==> src/rtl/mdio_master.sv <==
// Clause 22 MDIO management master: one bus request becomes one MDIO frame.
// Optional macro MDIO_PREAMBLE_SUPPRESSION_EN adds a no_preamble input that skips the 32-bit preamble.
module mdio_master #(
    parameter int CLK_DIV = 20
) (
    input  logic        clk,
    input  logic        rst,
    input  logic        cyc,
    input  logic        stb,
    input  logic        we,
    input  logic [9:0]  addr,
    input  logic [15:0] data_write,
`ifdef MDIO_PREAMBLE_SUPPRESSION_EN
    input  logic        no_preamble,
`endif
    output logic [15:0] data_read,
    output logic        ack,
    output logic        err,
    output logic        mdc,
    output logic        mdo,
    output logic        mdo_valid,
    input  logic        mdi
);
    localparam int CW = $clog2(2 * CLK_DIV);
    localparam logic [CW-1:0] CNT_RISE = CW'(CLK_DIV - 1);
    localparam logic [CW-1:0] CNT_LAST = CW'(2 * CLK_DIV - 1);

    typedef enum logic [3:0] {
        IDLE, PREAMBLE, ST, OP, PHYAD, REGAD, TA, DATA, DONE
    } state_t;

    state_t        state_q, state_d;
    logic [4:0]    bit_q, bit_d;
    logic [CW-1:0] cnt_q, cnt_d;
    logic          we_q;
    logic [9:0]    addr_q;
    logic [15:0]   shift_q;
    logic          no_resp_q, cyc_ok_q;
    logic          mdc_q, mdo_q, mdo_valid_q, ack_q, err_q;
    logic [15:0]   data_read_q;

    logic          accept, bit_end, skip_pre, we_n;
    logic          mdo_d, mdo_valid_d, mdc_d;
    logic [4:0]    phyad, regad;

`ifdef MDIO_PREAMBLE_SUPPRESSION_EN
    assign skip_pre = no_preamble;
`else
    assign skip_pre = 1'b0;
`endif

    assign accept  = (state_q == IDLE) && cyc && stb && !ack_q && !err_q;
    assign bit_end = (state_q != IDLE) && (cnt_q == CNT_LAST);
    assign we_n    = accept ? we : we_q;
    assign phyad   = addr_q[9:5];
    assign regad   = addr_q[4:0];

    // Frame sequencing: each field counts its bits down, then hands over to the next field.
    always_comb begin
        state_d = state_q;
        bit_d   = bit_q;
        if (accept) begin
            state_d = skip_pre ? ST : PREAMBLE;
            bit_d   = skip_pre ? 5'd1 : 5'd31;
        end else if (bit_end) begin
            if (bit_q != 5'd0) begin
                bit_d = bit_q - 5'd1;
            end else begin
                case (state_q)
                    PREAMBLE: begin state_d = ST;    bit_d = 5'd1;  end
                    ST:       begin state_d = OP;    bit_d = 5'd1;  end
                    OP:       begin state_d = PHYAD; bit_d = 5'd4;  end
                    PHYAD:    begin state_d = REGAD; bit_d = 5'd4;  end
                    REGAD:    begin state_d = TA;    bit_d = 5'd1;  end
                    TA:       begin state_d = DATA;  bit_d = 5'd15; end
                    DATA:     begin state_d = DONE;  bit_d = 5'd0;  end
                    default:  begin state_d = IDLE;  bit_d = 5'd0;  end
                endcase
            end
        end
    end

    always_comb begin
        cnt_d = cnt_q;
        if (accept || bit_end)
            cnt_d = '0;
        else if (state_q != IDLE)
            cnt_d = cnt_q + 1'b1;
        mdc_d = (state_d != IDLE) && (cnt_d > CNT_RISE);
    end

    // Line value for the bit that starts on this edge; read frames release the line from TA on.
    always_comb begin
        mdo_d       = 1'b1;
        mdo_valid_d = 1'b0;
        case (state_d)
            PREAMBLE: mdo_valid_d = 1'b1;
            ST:    begin mdo_valid_d = 1'b1; mdo_d = (bit_d == 5'd0); end
            OP:    begin mdo_valid_d = 1'b1; mdo_d = (bit_d == 5'd0) ? we_n : !we_n; end
            PHYAD: begin mdo_valid_d = 1'b1; mdo_d = phyad[bit_d[2:0]]; end
            REGAD: begin mdo_valid_d = 1'b1; mdo_d = regad[bit_d[2:0]]; end
            TA:    begin mdo_valid_d = we_n; mdo_d = we_n ? bit_d[0] : 1'b1; end
            DATA:  begin mdo_valid_d = we_n; mdo_d = we_n ? shift_q[15] : 1'b1; end
            default: ;
        endcase
    end

    always_ff @(posedge clk or posedge rst) begin
        if (rst) begin
            state_q     <= IDLE;
            bit_q       <= '0;
            cnt_q       <= '0;
            we_q        <= 1'b0;
            addr_q      <= '0;
            shift_q     <= '0;
            no_resp_q   <= 1'b0;
            cyc_ok_q    <= 1'b0;
            mdc_q       <= 1'b0;
            mdo_q       <= 1'b1;
            mdo_valid_q <= 1'b0;
            ack_q       <= 1'b0;
            err_q       <= 1'b0;
            data_read_q <= '0;
        end else begin
            state_q <= state_d;
            bit_q   <= bit_d;
            cnt_q   <= cnt_d;
            mdc_q   <= mdc_d;
            ack_q   <= 1'b0;
            err_q   <= 1'b0;
            if (accept) begin
                we_q      <= we;
                addr_q    <= addr;
                shift_q   <= data_write;
                no_resp_q <= 1'b0;
                cyc_ok_q  <= 1'b1;
            end else if (!cyc) begin
                cyc_ok_q  <= 1'b0;
            end
            if (accept || bit_end) begin
                mdo_q       <= mdo_d;
                mdo_valid_q <= mdo_valid_d;
            end
            if (bit_end && state_d == DATA && we_q)
                shift_q <= {shift_q[14:0], 1'b0};
            if (state_q != IDLE && cnt_q == CNT_RISE && !we_q) begin
                if (state_q == TA && bit_q == 5'd0 && mdi)
                    no_resp_q <= 1'b1;
                if (state_q == DATA)
                    shift_q <= {shift_q[14:0], mdi};
            end
            // A master that abandoned the cycle gets no completion pulse.
            if (bit_end && state_q == DONE && cyc_ok_q && cyc) begin
                if (!we_q && no_resp_q) begin
                    err_q <= 1'b1;
                end else begin
                    ack_q <= 1'b1;
                    if (!we_q)
                        data_read_q <= shift_q;
                end
            end
        end
    end

    assign mdc       = mdc_q;
    assign mdo       = mdo_q;
    assign mdo_valid = mdo_valid_q;
    assign ack       = ack_q;
    assign err       = err_q;
    assign data_read = data_read_q;
endmodule

==> config.mk <==
export PLATFORM = sky130hd
export DESIGN_NAME = mdio_master
export DESIGN_NICKNAME = d
export VERILOG_FILES = /design/src/rtl/mdio_master.sv
export SDC_FILE = /design/constraint.sdc
export NUM_CORES = 1
export LEC_CHECK = 0
export ABC_AREA = 1
export BUFFER_PORTS_ARGS = -buffer_cell sky130_fd_sc_hd__clkbuf_2
export CORE_UTILIZATION = 55
export CTS_CLUSTER_SIZE = 14
export DETAILED_ROUTE_END_ITERATION = 10
export PLACE_DENSITY = 0.77
export SLEW_MARGIN = 40
export SYNTH_ARGS = -nofsm -noshare
export SYNTH_HDL_FRONTEND = slang
export SYNTH_SLANG_ARGS = --single-unit
export TNS_END_PERCENT = 30
==> constraint.sdc <==
create_clock -name clk -period 3.15 [get_ports clk]
set_clock_uncertainty 0.15 [all_clocks]
set_input_delay 0.1575 -clock clk [delete_from_list [all_inputs] [get_ports clk]]
set_output_delay 0.1575 -clock clk [all_outputs]
set_load 0.01 [all_outputs]
After elaboration in Yosys (flattened, before gate mapping)

Cells that the tools add are included.

Flip-flop bits (word level): 65
Latch bits: 0
Bits in writable memories: 0
Bits in read-only memories: 0
Input bits: 32
Output and inout bits: 21
Word-level logic and storage cells: 103
Memories: 0

Add/sub/neg operators: 2
Multiply operators: 0
Divide/modulo/power cells: 0
Order comparisons: 2
Equal/unequal tests: 18
Shifts and indexed selects: 0
Muxes and demuxes: 33
Bitwise operators: 2
Reductions and logical operators: 32

Operators by type and width:

| cell                                                                 | number |
|---|---|
| 16-bit two-way mux                                                   | 4 |
| 4-bit by 3-bit == test with 1-bit output, second input constant      | 8 |
| 4-bit case mux with 7 select lines                                   | 1 |
| 4-bit by 2-bit == test with 1-bit output, second input constant      | 4 |
| 1-bit logical AND                                                    | 16 |
| 1-bit two-way mux                                                    | 15 |
| 5-bit two-way mux                                                    | 3 |
| 4-bit two-way mux                                                    | 3 |
| 6-bit two-way mux                                                    | 2 |
| 4-bit case mux with 3 select lines                                   | 1 |
| 5-bit zero test                                                      | 2 |
| 4-bit by 1-bit == test with 1-bit output, second input constant      | 2 |
| 4-bit nonzero test                                                   | 2 |
| 6-bit by 1-bit adder with 6-bit output, second input constant        | 1 |
| 1-bit binary-select mux with 3-bit select                            | 2 |
| 6-bit by 5-bit == test with 1-bit output, second input constant      | 1 |
| 6-bit == test, second input constant                                 | 1 |
| 6-bit by 5-bit > comparator with 1-bit output, second input constant | 1 |
| 1-bit case mux with 6 select lines                                   | 1 |
| 5-bit nonzero test                                                   | 1 |
| 5-bit OR reduction                                                   | 1 |
| 5-bit by 1-bit subtractor with 5-bit output, second input constant   | 1 |
| 4-bit == test, second input constant                                 | 1 |
| 1-bit zero test                                                      | 4 |
| 9 further kinds                                                      | 11 |

Longest topological paths before layout

Gate-level depths: netlist (run 1).

Depth after elaboration: 12
Gate-level depth with buffers: 18
Depth with buffers taken out: 18

Worst setup path after synthesis (run 1)

OpenSTA, ideal clock, no wires.

Kind: reg2reg
Start: register bit_q[0]
End: register shift_q[10]
Setup time: 123 ps
Arrival time: 1970 ps
Data required time: 2877 ps
Slack: 908 ps
Stages on the path, launching flop included: 15
Path buffers: 1
Clock period less this slack: 2242 ps
Cell sequence: dfrtp_1 > inv_1 > ha_1 > nand2_1 > nor2_2 > nand3_2 > o21ai_2 > nand2_2 > nor2_4 > nand3_2 > nand2_4 > inv_4 > buf_6 > o211ai_2 > o21ai_2

Word-level cells in the longest chain between the ends: 10

Ends and longest elaborated chain:

| element                                    | line | text |
|---|---|---|
| start, declared                            | 33   | `logic [4:0] bit_q, bit_d;` |
| start signal, assigned                     | 126  | `bit_q <= bit_d;` |
| 5-bit nonzero test *                       | 66   | `if (bit_q != 5'd0) begin` |
| 4-bit two-way mux *                        | 66   |  |
| 4-bit two-way mux *                        | 65   | `end else if (bit_end) begin` |
| 4-bit two-way mux *                        | 62   | `if (accept) begin` |
| 4-bit by 3-bit == test with 1-bit output * | 144  | `if (bit_end && state_d == DATA && we_q)` |
| 1-bit logical AND * (2 in series)          | 144  |  |
| 16-bit two-way mux *                       | 144  |  |
| 16-bit two-way mux                         | 149  | `if (state_q == DATA)` |
| 16-bit two-way mux *                       | 146  | `if (state_q != IDLE && cnt_q == CNT_RISE && !we_q) begin` |
| end signal, assigned                       | 134  | `shift_q <= data_write;` |
| end signal, assigned                       | 145  | `shift_q <= {shift_q[14:0], 1'b0};` |
| end signal, assigned                       | 150  | `shift_q <= {shift_q[14:0], mdi};` |
| end, declared                              | 37   | `logic [15:0] shift_q;` |

Every way passes the cells marked *; elsewhere a longest branch is shown, timed or not.
A chain may end at the register's enable or synchronous reset.

Worst setup path in the final report (run 1)

Start: register cnt_q[1]
End: register shift_q[5]

Word-level cells in the longest chain between the ends: 10
Elaborated cells on any way between the ends: 13
Classes of those cells: eq/ne: 3; mux: 5; reduce/logical: 5

Ends and longest elaborated chain:

| element                                    | line | text |
|---|---|---|
| start, declared                            | 34   | `logic [CW-1:0] cnt_q, cnt_d;` |
| start signal, assigned                     | 127  | `cnt_q <= cnt_d;` |
| 6-bit == test *                            | 53   | `assign bit_end = (state_q != IDLE) && (cnt_q == CNT_LAST);` |
| 1-bit logical AND *                        | 53   |  |
| 4-bit two-way mux *                        | 65   |  |
| 4-bit two-way mux *                        | 62   |  |
| named net state_d[2]                       | 32   | `state_t state_q, state_d;` |
| 4-bit by 3-bit == test with 1-bit output * | 144  |  |
| 1-bit logical AND * (2 in series)          | 144  |  |
| 16-bit two-way mux *                       | 144  |  |
| 16-bit two-way mux                         | 149  |  |
| 16-bit two-way mux *                       | 146  |  |

The timed path passes the listed nets; every way through them passes the cells marked *.

==> results.md, run 1 <==
* Critical path's top delay family: simple AND/OR/NAND/NOR gates
* Synth-to-Final Area Change at 23.3%
* RSZ-0062 raised after global routing: false
* Routed Antenna Nets at 0
* I/O pin cnt at 53
* CP Buf/Inv Count at 2
* Residual DRC count at 0
* Yosys Warn Count at 0
* CP Capture Type: flip-flop
* Hpwl dp at 5.72 mm
* Initial core utilization at 58.1%
* Routed wire length at 8.31 mm
* Primary FF master, synth: dfrtp_1
* Final setup violation count at 0
* Total CTS buffers at 9
* Clock-pin slew on the worst setup and hold paths at 0.08 ns
* CTS sink cnt at 65
* Max incr delay on CP at 0.39 ns
* Sequential share of the synthesized area at 46.3%
* Static leakage at 2.27 nW
* Vias after detailed routing at 3225
* Vias in the first global route at 3028
* Die area at 6720 µm²
* Crit-path cells: ha_1, nand2_1, nor2_2, nand3_2, nor2_1, nand2_1, nand2_2, inv_2, nand2_2, nor2_4, nand3_2, nand2_4, inv_4, o211ai_1, o21ai_2
* Setup crit start: cnt_q[1]
* Drt pass-1 iters at 5
* Reg-to-Reg Start: cnt_q[1]
* Most frequent cells in the layout: nand2_1 (126), dfrtp_1 (64), inv_1 (59)
* First-pass GRT wire length at 13.9 mm
* Antenna Cells at 0
* All-Layer GR Usage at 27.9%
* CTS Buffer Depth at 2
* Final hold viol count at 0
* Routed WL per cell at 13.8 µm
* CTS tree: built
* Routability cong. at 0.911
* Core Rows at 28
* Maximum vdd ir drop at 353 µV
* Synth cell types at 33
* Worst r2r path cells at 15
* Crit Path Max Fanout at 24
* Hold Crit Depth at 3
* Cell area after synthesis at 3520 µm²
* Worst skew pair latency at 0.33 ns
* GRT Residual Overflow at 0
* Die width at 82.0 µm
* Die Y at 82.0 µm
* Critical Path RT at 3.27 ns
* Max_cap viols at 0
* Power density over cell area at 395 nW/µm²
* Filler Cells Inserted at 459
* Min-delay worst type: in2reg
* Post-CTS resize count at 0
* Final worst-path cycle share at 84.2%
* Status: finished clean
* Normalized max-slew margin at 57.4%
* Tightest Pin Transition at 0.639 ns
* CP Data Arrival Time at 2.77 ns
* Startpoint Class: flip-flop
* Seq cells post-synth at 65
* Initial DRC count at 278
* Commonest non-fill, non-tap cell in the layout: nand2_1
* Number of enable flip-flop cells after synthesis at 0
* Max-slew violation count at 0
* Cts hold-fix bufs at 27
* CP Class: reg2reg
* Setup tns final at 0 ns
* Antenna violations before repair at 0
* Largest net degree at the start of global routing at 34
* Htree depth at 3
* Worst min-delay path startpoint: data_write[0]
* WP depth at 15
* Max Clock Freq at 377 MHz
* Vias per cell at 5.34
* Setup bufs post-CTS at 0
* FFs w/ async S/R, synth at 100%
* Crit path time final at 2.65 ns
* Total design power at 1.72 mW
* PortBufs at 52
* Share of layout cells above drive strength 1 at 23.1%
* Syn Inst Count at 441
* Synthesized area per cell at 7.98 µm²
* Nets at 559
* Slowest cell on the critical path: dfrtp_1
* Core area at 6060 µm²
* Mapped Nets at 476
* CTS root buffer: clkbuf_8
## per-stage QoR
stage / std cells / utilization, % / area [µm²] / setup WS, ns / hold WS, ns
2_1_floorplan: 441 / - / 3520 / 0.908 / 0.124
3_3_place_gp: 561 / 63.4 / 3840 / 0.710 / 0.119
3_5_place_dp: 561 / 63.4 / 3840 / 0.541 / 0.116
4_1_cts: 604 / 71.6 / 4340 / 0.502 / 0.0193
5_1_grt: 604 / 71.6 / 4340 / 0.277 / 0.101
6_report: 604 / 71.6 / 4340 / 0.498 / 0.0513
## final cells by class
class                   count  area [µm²]  area share [%]
flip-flops and latches     65        1630            37.5
multi-input cells         301        1580            36.5
clock inverters             7         101            2.34
clock buffers               9         124            2.86
repair buffers             84         568            13.1
inverters                  63         239            5.51
well taps                  75        93.8            2.16
## flip-flops by register name (all words and copies together) (netlist names), 4 cells and up
name	count
data_read	16
bit_q	5
shift_q	16
state_q	4
cnt_q	6
addr_q	10
## per-layer routing
layer,wire [µm],vias up,track usage (%)
li1,-,1579,-
met1,3720,1502,39.5
met2,3970,121,43.6
met3,444,23,4.33
met4,167,0,9.82
met5,0,-,0
## power by group
part	internal (mW)	switching [mW]	total, mW
Combinational	0.0374	0.0309	0.0683
Sequential	0.834	0.00000000000000000576	0.834
Clock	0.454	0.359	0.813
## synth_stat cells, types with 2 or more instances
cell type / number / area, µm²
nand2_1: 126 / 473
dfrtp_1: 64 / 1600
inv_1: 60 / 225
nor2_1: 34 / 128
o21ai_0: 34 / 170
nand3_1: 29 / 145
o21ai_2: 13 / 114
o211ai_2: 8 / 100
nor2_4: 7 / 78.8
a21oi_1: 6 / 30.0
clkbuf_1: 6 / 22.5
nand2_2: 6 / 37.5
nand4_1: 6 / 37.5
nor3_1: 6 / 30.0
nand3_2: 4 / 40.0
o211ai_1: 4 / 30.0
buf_6: 3 / 33.8
ha_1: 3 / 37.5
buf_1: 2 / 7.51
inv_2: 2 / 7.51
nand2_4: 2 / 22.5
nor2_2: 2 / 12.5
o21a_1: 2 / 15.0
o21ai_1: 2 / 10.0
xor2_1: 2 / 17.5
## worst min-delay path, delay by kind of cell
kind            cells  cell delay [ns]
buf+inv             1             0.07
compound gates      2             0.26
## final timing paths
check | to | slack (ns)
max | shift_q[5] | 0.50
min | shift_q[0] | 0.05
max reg2reg | shift_q[5] | 0.50
min reg2reg | addr_q[9] | 0.33
max in group asynchronous | data_read[1] | 1.82
min in group asynchronous | data_read[8] | 0.29
## kinds of logic (layout without fill, tap and decap cells)
| kind of cell | count (synthesis) | in the layout | share of synthesized area (%) |
|---|---|---|---|
| simple gates | 225 | 225 | 29.7 |
| xor+xnor | 2 | 2 | 0.498 |
| buf+inv | 75 | 163 | 8.75 |
| fa+ha+maj | 3 | 3 | 1.07 |
| compound gates | 71 | 71 | 13.8 |
| flops | 65 | 65 | 46.3 |
Note: power is estimated with default switching activity, not from simulation.
==> inputs of run 2 (changes only) <==
--- a/config.mk
+++ b/config.mk
@@ -7,10 +7,10 @@
 export LEC_CHECK = 0
 export ABC_AREA = 1
 export BUFFER_PORTS_ARGS = -buffer_cell sky130_fd_sc_hd__clkbuf_2
-export CORE_UTILIZATION = 55
+export CORE_UTILIZATION = 51
 export CTS_CLUSTER_SIZE = 14
 export DETAILED_ROUTE_END_ITERATION = 10
-export PLACE_DENSITY = 0.77
+export PLACE_DENSITY = 0.76
 export SLEW_MARGIN = 40
 export SYNTH_ARGS = -nofsm -noshare
 export SYNTH_HDL_FRONTEND = slang
==> constraint.sdc (replaced) <==
create_clock -name clk -period 2.2 [get_ports clk]
set_clock_uncertainty 0.15 [all_clocks]
set_input_delay 0.11 -clock clk [delete_from_list [all_inputs] [get_ports clk]]
set_output_delay 0.11 -clock clk [all_outputs]
set_load 0.01 [all_outputs]
==> run 2 against run 1 <==
Effect of this change:
- the run now ends with negative setup slack left
- fmax is 15% higher
- sequential share of layout area is 5.5 points lower
- cell area is 17% higher
- register-to-register slack worse by 0.61 ns
- largest power group is now the clock network
- first-iteration DRC count is 25% lower
- utilization is 6.7 points higher
- power is 50% higher
- via count is 11% higher
- critical endpoint is now mdo_valid
==> results.md, run 2 (synthesis results as in run 1) <==
* Status: finished with violations
* CP Class: reg2reg
* Crit path time final at 2.32 ns (-0.336 ns)
* Static leakage at 2.63 nW (+16%)
* Largest net degree at the start of global routing at 50 (+47%)
* CP Data Arrival Time at 2.36 ns (-0.41 ns)
* GRT Residual Overflow at 0 (unchanged)
* Htree depth at 3 (unchanged)
* Routed Antenna Nets at 0 (unchanged)
* Post-placement setup slack at -0.131 ns (-0.673 ns)
* Antenna Cells at 0 (unchanged)
* Critical path's top delay family: simple AND/OR/NAND/NOR gates
* RSZ-0062 raised after global routing: true
* Most frequent cells in the layout: nand2_1 (104), dfrtp_1 (63), inv_1 (54)
* Drt pass-1 iters at 5 (unchanged)
* Critical Path RT at 2.25 ns (-1.02 ns)
* Initial core utilization at 54.2% (-3.9 points)
* Nets at 615 (+10%)
* Final core occ at 78.3% (+6.7 points)
* Antenna violations before repair at 0 (unchanged)
* CTS sink cnt at 65 (unchanged)
* Die area at 7240 µm² (+7.7%)
* Vias after detailed routing at 3576 (+11%)
* Max incr delay on CP at 0.46 ns (+0.07 ns)
* Maximum vdd ir drop at 441 µV (+25%)
* CP Buf/Inv Count at 2 (unchanged)
* Violated checks: negative setup slack
* Clock-pin slew on the worst setup and hold paths at 0.08 ns (about the same)
* Worst skew pair latency at 0.35 ns (+0.02 ns)
* All-Layer GR Usage at 27.9% (-0.090 points)
* PortBufs at 52 (unchanged)
* Routability cong. at 0.969 (+6.4%)
* Seq. cell area at 1630 µm² (about the same)
* Normalized max-slew margin at 74.3% (+17 points)
* Final hold viol count at 0 (unchanged)
* Max-slew violation count at 0 (unchanged)
* CTS root buffer: clkbuf_8
* Placed instance area at 4150 µm² (+8.1%)
* Min-delay worst type: in2async
* Slowest cell on the critical path: dfrtp_2
* Hold WS at 0.115 ns (+0.0636 ns)
* Total CTS buffers at 9 (unchanged)
* Area of the multi-input gates at 1810 µm² (+15%)
* Die Y at 85.1 µm (+3.8%)
* Final worst-path cycle share at 105% (+21 points)
* Residual DRC count at 0 (unchanged)
* Filler Cells Inserted at 394 (-14%)
* Crit path setup slack, layout at -0.116 ns (-0.614 ns)
* CP most frequent cell: nor2_4
* Core area at 6490 µm² (+7.2%)
* Share of layout cells above drive strength 1 at 38.1% (+15 points)
* Vias in the first global route at 3397 (+12%)
* First-pass GRT wire length at 15.6 mm (+12%)
* I/O pin cnt at 53 (unchanged)
* Routed WL per cell at 14.8 µm (+7.7%)
* Tightest Pin Transition at 0.385 ns (-0.253 ns)
* Core Rows at 29 (+3.6%)
* CP Capture Type: flip-flop
* Power density over cell area at 505 nW/µm² (+28%)
* Die width at 85.1 µm (+3.8%)
* CTS Buffer Depth at 2 (unchanged)
* Routed wire length at 9.81 mm (+18%)
* Commonest non-fill, non-tap cell in the layout: nand2_1
* Fin cells at 662 (+9.6%)
* Initial DRC count at 208 (-25%)
* Max_cap viols at 0 (unchanged)
* Crit Path Max Fanout at 7 (-71%)
* Vias per cell at 5.40 (+1.2%)
* DP Cell Count at 598 (+6.6%)
* Final instance area at 5080 µm² (+17%)
* Synth-to-Final Area Change at 44.5%
* Final setup violation count at 9 (+9)
* Crit-path cells: nor2_4, nand2_8, nand3_4, buf_6, nor2_4, nor2_4, nand2_4, buf_4, nand2_1, nor2_2, nor3_1, a41oi_1
* CTS tree: built
* Hpwl dp at 5.81 mm (+1.6%)
* Max Clock Freq at 432 MHz (+15%)
* Startpoint Class: flip-flop
==> run 2: cell types whose count changed in the layout (fill, tap and decap cells not counted), moves of 6 or more <==
cell,delta
buf_4,+46
nor2_1,-11
o21ai_0,-12
nand2_4,+8
nand2_2,+14
nand2_1,-22
o21ai_1,+11
nor2_2,+6
==> run 2: stage by stage <==
step	TNS [ns]	power, mW
floorplan	0	1.24
global placement	-0.566	1.28
detailed placement	-1.34	1.28
CTS	0	2.58
global route	-2.20	2.64
finish	-0.251	2.57
==> run 2: final timing paths <==
path | startpoint | end | slack, ns | cells after the start
min | rst | cnt_q[5] | 0.11 | 3
min in group clk | stb | no_resp_q | 0.12 | 4
max in group asynchronous | rst | bit_q[1] | 1.20 | 4
max | state_q[2] | mdo_valid | -0.12 | 12
max reg2reg | state_q[2] | mdo_valid | -0.12 | 12
min reg2reg | addr_q[1] | addr_q[1] | 0.33 | 2
==> run 2: routing by layer <==
metal | track usage (%) | vias to the layer above | wire (µm)
met4 | 11.1 | 0 | 287
met5 | 0 | - | 0
li1 | - | 1689 | -
met3 | 6.23 | 38 | 582
met1 | 35.0 | 1699 | 4050
met2 | 46.8 | 150 | 4890
==> run 2: area by class of cell <==
class	count	area share, %
clock buffer	10	2.71
tap	77	1.89
sequential	65	32.0
clock inverter	6	2.21
multi-input combinational	301	35.7
timing repair buffer	140	20.6
inverter	63	4.85
==> run 2: repair_timing <==
item / in CTS / in global routing
hold buffers: 29 / 0
setup endpoints to repair: 16 / 35
endpoints found under the hold margin: 94 / 0
gates resized for setup: 32 / 52
pin swaps: 16 / 27
setup buffers: 9 / 10
cloned: 0 / 0
==> run 2: worst register-to-register path: cells and delay by family (launching register included) <==
kind                   cells  cell delay, ns
AND/OR/NAND/NOR            9            1.07
AO/OA/AOI/OAI              1            0.20
buffers and inverters      2            0.28
flip-flops                 1            0.46
==> run 2: where the power goes <==
part | switching (mW) | internal (mW)
Combinational | 0.0455 | 0.0574
Sequential | 0.00000000000000000851 | 1.19
Clock | 0.486 | 0.787
==> inputs of run 3 (changes only) <==
--- a/config.mk
+++ b/config.mk
@@ -5,12 +5,12 @@
 export SDC_FILE = /design/constraint.sdc
 export NUM_CORES = 1
 export LEC_CHECK = 0
-export ABC_AREA = 1
 export BUFFER_PORTS_ARGS = -buffer_cell sky130_fd_sc_hd__clkbuf_2
-export CORE_UTILIZATION = 51
+export CORE_UTILIZATION = 55
+export CTS_BUF_LIST = sky130_fd_sc_hd__clkbuf_2 sky130_fd_sc_hd__clkbuf_4 sky130_fd_sc_hd__clkbuf_8
 export CTS_CLUSTER_SIZE = 14
 export DETAILED_ROUTE_END_ITERATION = 10
-export PLACE_DENSITY = 0.76
+export PLACE_DENSITY = 0.78
 export SLEW_MARGIN = 40
 export SYNTH_ARGS = -nofsm -noshare
 export SYNTH_HDL_FRONTEND = slang
==> constraint.sdc (replaced) <==
create_clock -name clk -period 2.3 [get_ports clk]
set_clock_uncertainty 0.15 [all_clocks]
set_input_delay 0.115 -clock clk [delete_from_list [all_inputs] [get_ports clk]]
set_output_delay 0.115 -clock clk [all_outputs]
set_load 0.01 [all_outputs]
==> run 3 against run 2 <==
Effect of this change:
- the flow still finishes with violations (negative setup slack)
- via count rose by 11%
- first-iteration DRC count grew to 2.9 times the previous value
- fmax shrank 22%
- setup slack worse by 0.54 ns
==> results.md, run 3 <==
* Top post-synthesis cells by area: dfrtp_1 (47%), nand2_1 (6.8%), mux2_2 (6.0%)
* Combinational Power Share at 4.3% (+0.3 points)
* Synth-to-Final Area Change at 57.4%
* Most frequent cell after synthesis: dfrtp_1
* First-pass GRT wire length at 19.2 mm (+23%)
* Syn Inst Count at 329 (-25%)
* Max incr delay on CP at 0.46 ns (about the same)
* Max-slew violation count at 0 (unchanged)
* Critical Path RT at 2.36 ns (+0.11 ns)
* Switch share at 24.9% (+4.3 points)
* Synth cell types at 62 (+88%)
* Clk pwr share at 48.8% (-0.7 points)
* Startpoint Class: flip-flop
* Most frequent cells in the layout: buf_4 (75), dfrtp_1 (61), clkbuf_2 (52)
* Initial core utilization at 57.2% (+3.0 points)
* Slowest cell on the critical path: o21ai_1
* Drt pass-1 iters at 5 (unchanged)
* Vias per cell at 6.84 (+27%)
* Largest net degree at the start of global routing at 24 (-52%)
* Fin cells at 581 (-12%)
* Routed wire length at 15.1 mm (+54%)
* Sequential share of the synthesized area at 48.1% (+1.8 points)
* CTS root buffer: clkbuf_8
* Clock-pin slew on the worst setup and hold paths at 0.10 ns (+0.02 ns)
* Status: finished with violations
* CP Data Arrival Time at 3.01 ns (+0.65 ns)
* Synthesized area per cell at 10.3 µm² (+29%)
* Cell taking the most area after synthesis: dfrtp_1
* Share of layout cells above drive strength 1 at 50.8% (+13 points)
* Share of the synthesized area in the top cell type at 47.3% (+1.8 points)
* Seq pwr share at 46.9% (+0.4 points)
* Initial DRC count at 612 (+190%)
* Primary FF master, synth: dfrtp_1
* Cell area after synthesis at 3390 µm² (-3.7%)
* Final worst-path cycle share at 129% (+23 points)
* Die Y at 80.5 µm (-5.4%)
* Core area at 5920 µm² (-8.8%)
* RSZ-0062 raised after global routing: true
* Crit path time final at 2.96 ns (+0.642 ns)
* CTS tree: built
* CTS sink cnt at 65 (unchanged)
* PortBufs at 52 (unchanged)
* Commonest non-fill, non-tap cell in the layout: buf_4
* Filler Cells Inserted at 203 (-48%)
* Antenna violations before repair at 1 (+1)
* Nets at 534 (-13%)
* Crit Path Max Fanout at 4 (-3)
* Normalized max-slew margin at 48.3% (-26 points)
* All-Layer GR Usage at 41.4% (+14 points)
* Htree depth at 3 (unchanged)
* P_sw at 608 µW (+14%)
* Final core occ at 90.1% (+12 points)
* Violated checks: negative setup slack
* CP most frequent cell: o21ai_1
* Routed Antenna Nets at 0 (unchanged)
* Static leakage at 2.49 nW (-5.5%)
* CTS Buffer Depth at 2 (unchanged)
* Maximum vdd ir drop at 686 µV (+56%)
* Die width at 80.5 µm (-5.4%)
* Yosys Warn Count at 0 (unchanged)
* Die area at 6480 µm² (-10%)
* Max Clock Freq at 338 MHz (-22%)
* Routability cong. at 0.902 (-6.9%)
* GRT Residual Overflow at 0 (unchanged)
* CP Class: reg2reg
* Min-delay worst type: in2async
* I/O pin cnt at 53 (unchanged)
* Vias after detailed routing at 3975 (+11%)
* Crit-path cells: inv_2, ha_4, nor4b_4, buf_4, nand3_2, buf_6, nand2_1, o21ai_1, buf_4, o21ai_1, o211ai_1, o21ai_1
* Seq cells post-synth at 65 (unchanged)
* Vias in the first global route at 3731 (+9.8%)
* Total CTS buffers at 9 (unchanged)
* Number of enable flip-flop cells after synthesis at 0 (unchanged)
* Hpwl dp at 6.29 mm (+8.3%)
* Final setup violation count at 35 (+26)
* Max_cap viols at 0 (unchanged)
* Power density over cell area at 457 nW/µm² (-9.7%)
* P_int at 1.83 mW (-10%)
* Worst skew pair latency at 0.37 ns (+0.02 ns)
* Mapped Nets at 364 (-24%)
* Total design power at 2.44 mW (-5.3%)
* FFs w/ async S/R, synth at 100% (unchanged)
* Crit path setup slack, layout at -0.658 ns (-0.542 ns)
* Synth cell count leaders: dfrtp_1 (64), nand2_1 (61), o21ai_0 (24), mux2i_1 (20), mux2_2 (18)
* Residual DRC count at 0 (unchanged)
* Hold WS at 0.168 ns (+0.0528 ns)
* Core Rows at 28 (-3.4%)
* DP Cell Count at 513 (-14%)
* CP Capture Type: flip-flop
* Final hold viol count at 0 (unchanged)
* Routed WL per cell at 25.9 µm (+75%)
* Tightest Pin Transition at 0.774 ns (+0.388 ns)
## run 3: changes by cell type in the layout (fill, tap and decap cells not counted), moves of 9 or more
cell     previous run  this run
buf_4              51        75
inv_1              54         5
nor2_1             23        14
mux2_2              0        16
nand2_1           104        44
nand2_2            20         8
nand3_1            26         3
o21ai_0            22         4
mux2i_1             0        20
nor2_4             12         0
## run 3: layout make-up
cell class	count	area [µm²]	share of cell area, %
multi-input cells	242	1970	37.0
clock inverters	6	91.3	1.71
diodes	2	5.00	0.0939
clock buffers	10	131	2.46
repair buffers	173	1380	25.8
well taps	75	93.8	1.76
flip-flops and latches	65	1630	30.6
inverters	8	30.0	0.563
## run 3: final timing paths
| kind | start | endpoint | slack [ns] | cells past startpoint |
|---|---|---|---|---|
| worst max-delay path | bit_q[0] | mdo_valid | -0.66 | 12 |
| worst min-delay path | rst | shift_q[8] | 0.17 | 3 |
| worst max register to register | bit_q[0] | mdo_valid | -0.66 | 12 |
| worst min register to register | addr_q[8] | addr_q[8] | 0.35 | 2 |
| max in group asynchronous | rst | mdo | 1.09 | 4 |
| min in group clk | we | we_q | 0.17 | 5 |
## run 3: power by group through the flow
stage / clock (mW) / sequential, mW / combinational, mW
6_report: 1.19 / 1.14 / 0.104
5_1_grt: 1.22 / 1.14 / 0.111
4_1_cts: 1.12 / 1.14 / 0.0963
3_5_place_dp: 0 / 1.16 / 0.0569
3_3_place_gp: 0 / 1.16 / 0.0553
2_1_floorplan: 0 / 1.16 / 0.0193
## run 3: worst max-delay path: cells and delay by family (launching register included)
| kind | cells | cell delay, ns |
|---|---|---|
| buffers and inverters | 4 | 0.65 |
| flip-flops | 1 | 0.42 |
| AO/OA/AOI/OAI | 4 | 0.91 |
| adder cells (fa/ha/maj) | 1 | 0.15 |
| AND/OR/NAND/NOR | 3 | 0.52 |
## run 3: per-stage QoR
stage | TNS [ns] | setup slack, ns | area, µm²
2_1_floorplan | -0.708 | -0.191 | 3420
3_5_place_dp | -2.19 | -0.328 | 4270
3_3_place_gp | -1.03 | -0.287 | 4270
6_report | -9.47 | -0.658 | 5330
4_1_cts | -3.25 | -0.186 | 5030
5_1_grt | -11.27 | -0.702 | 5330
## run 3: layer usage
metal	vias up	GRT usage, %	routed length, µm
met5	-	0	17
met4	2	24.6	1530
met3	183	10.0	1600
met2	387	69.3	6850
met1	1862	47.9	5060
li1	1541	-	-
## run 3: cell families (layout without fill, tap and decap cells)
logic type               Yosys count  count (layout)  share of synthesized area (%)
AND/OR/NAND/NOR                  132             132                           21.0
adder cells (fa/ha/maj)            4               4                           1.40
buffers and inverters             22             197                           2.77
flip-flops                        65              65                           48.1
other                              0               2                              0
multiplexers                      39              39                           12.6
AO/OA/AOI/OAI                     61              61                           12.7
XOR/XNOR                           6               6                           1.55
## run 3: timing repair
item,CTS,global route
endpoints found under the setup margin,35,37
pin swaps,16,19
resized for setup,37,67
hold buffers,29,0
buffers inserted,12,7
gates cloned,1,2
hold endpoints to repair,49,0
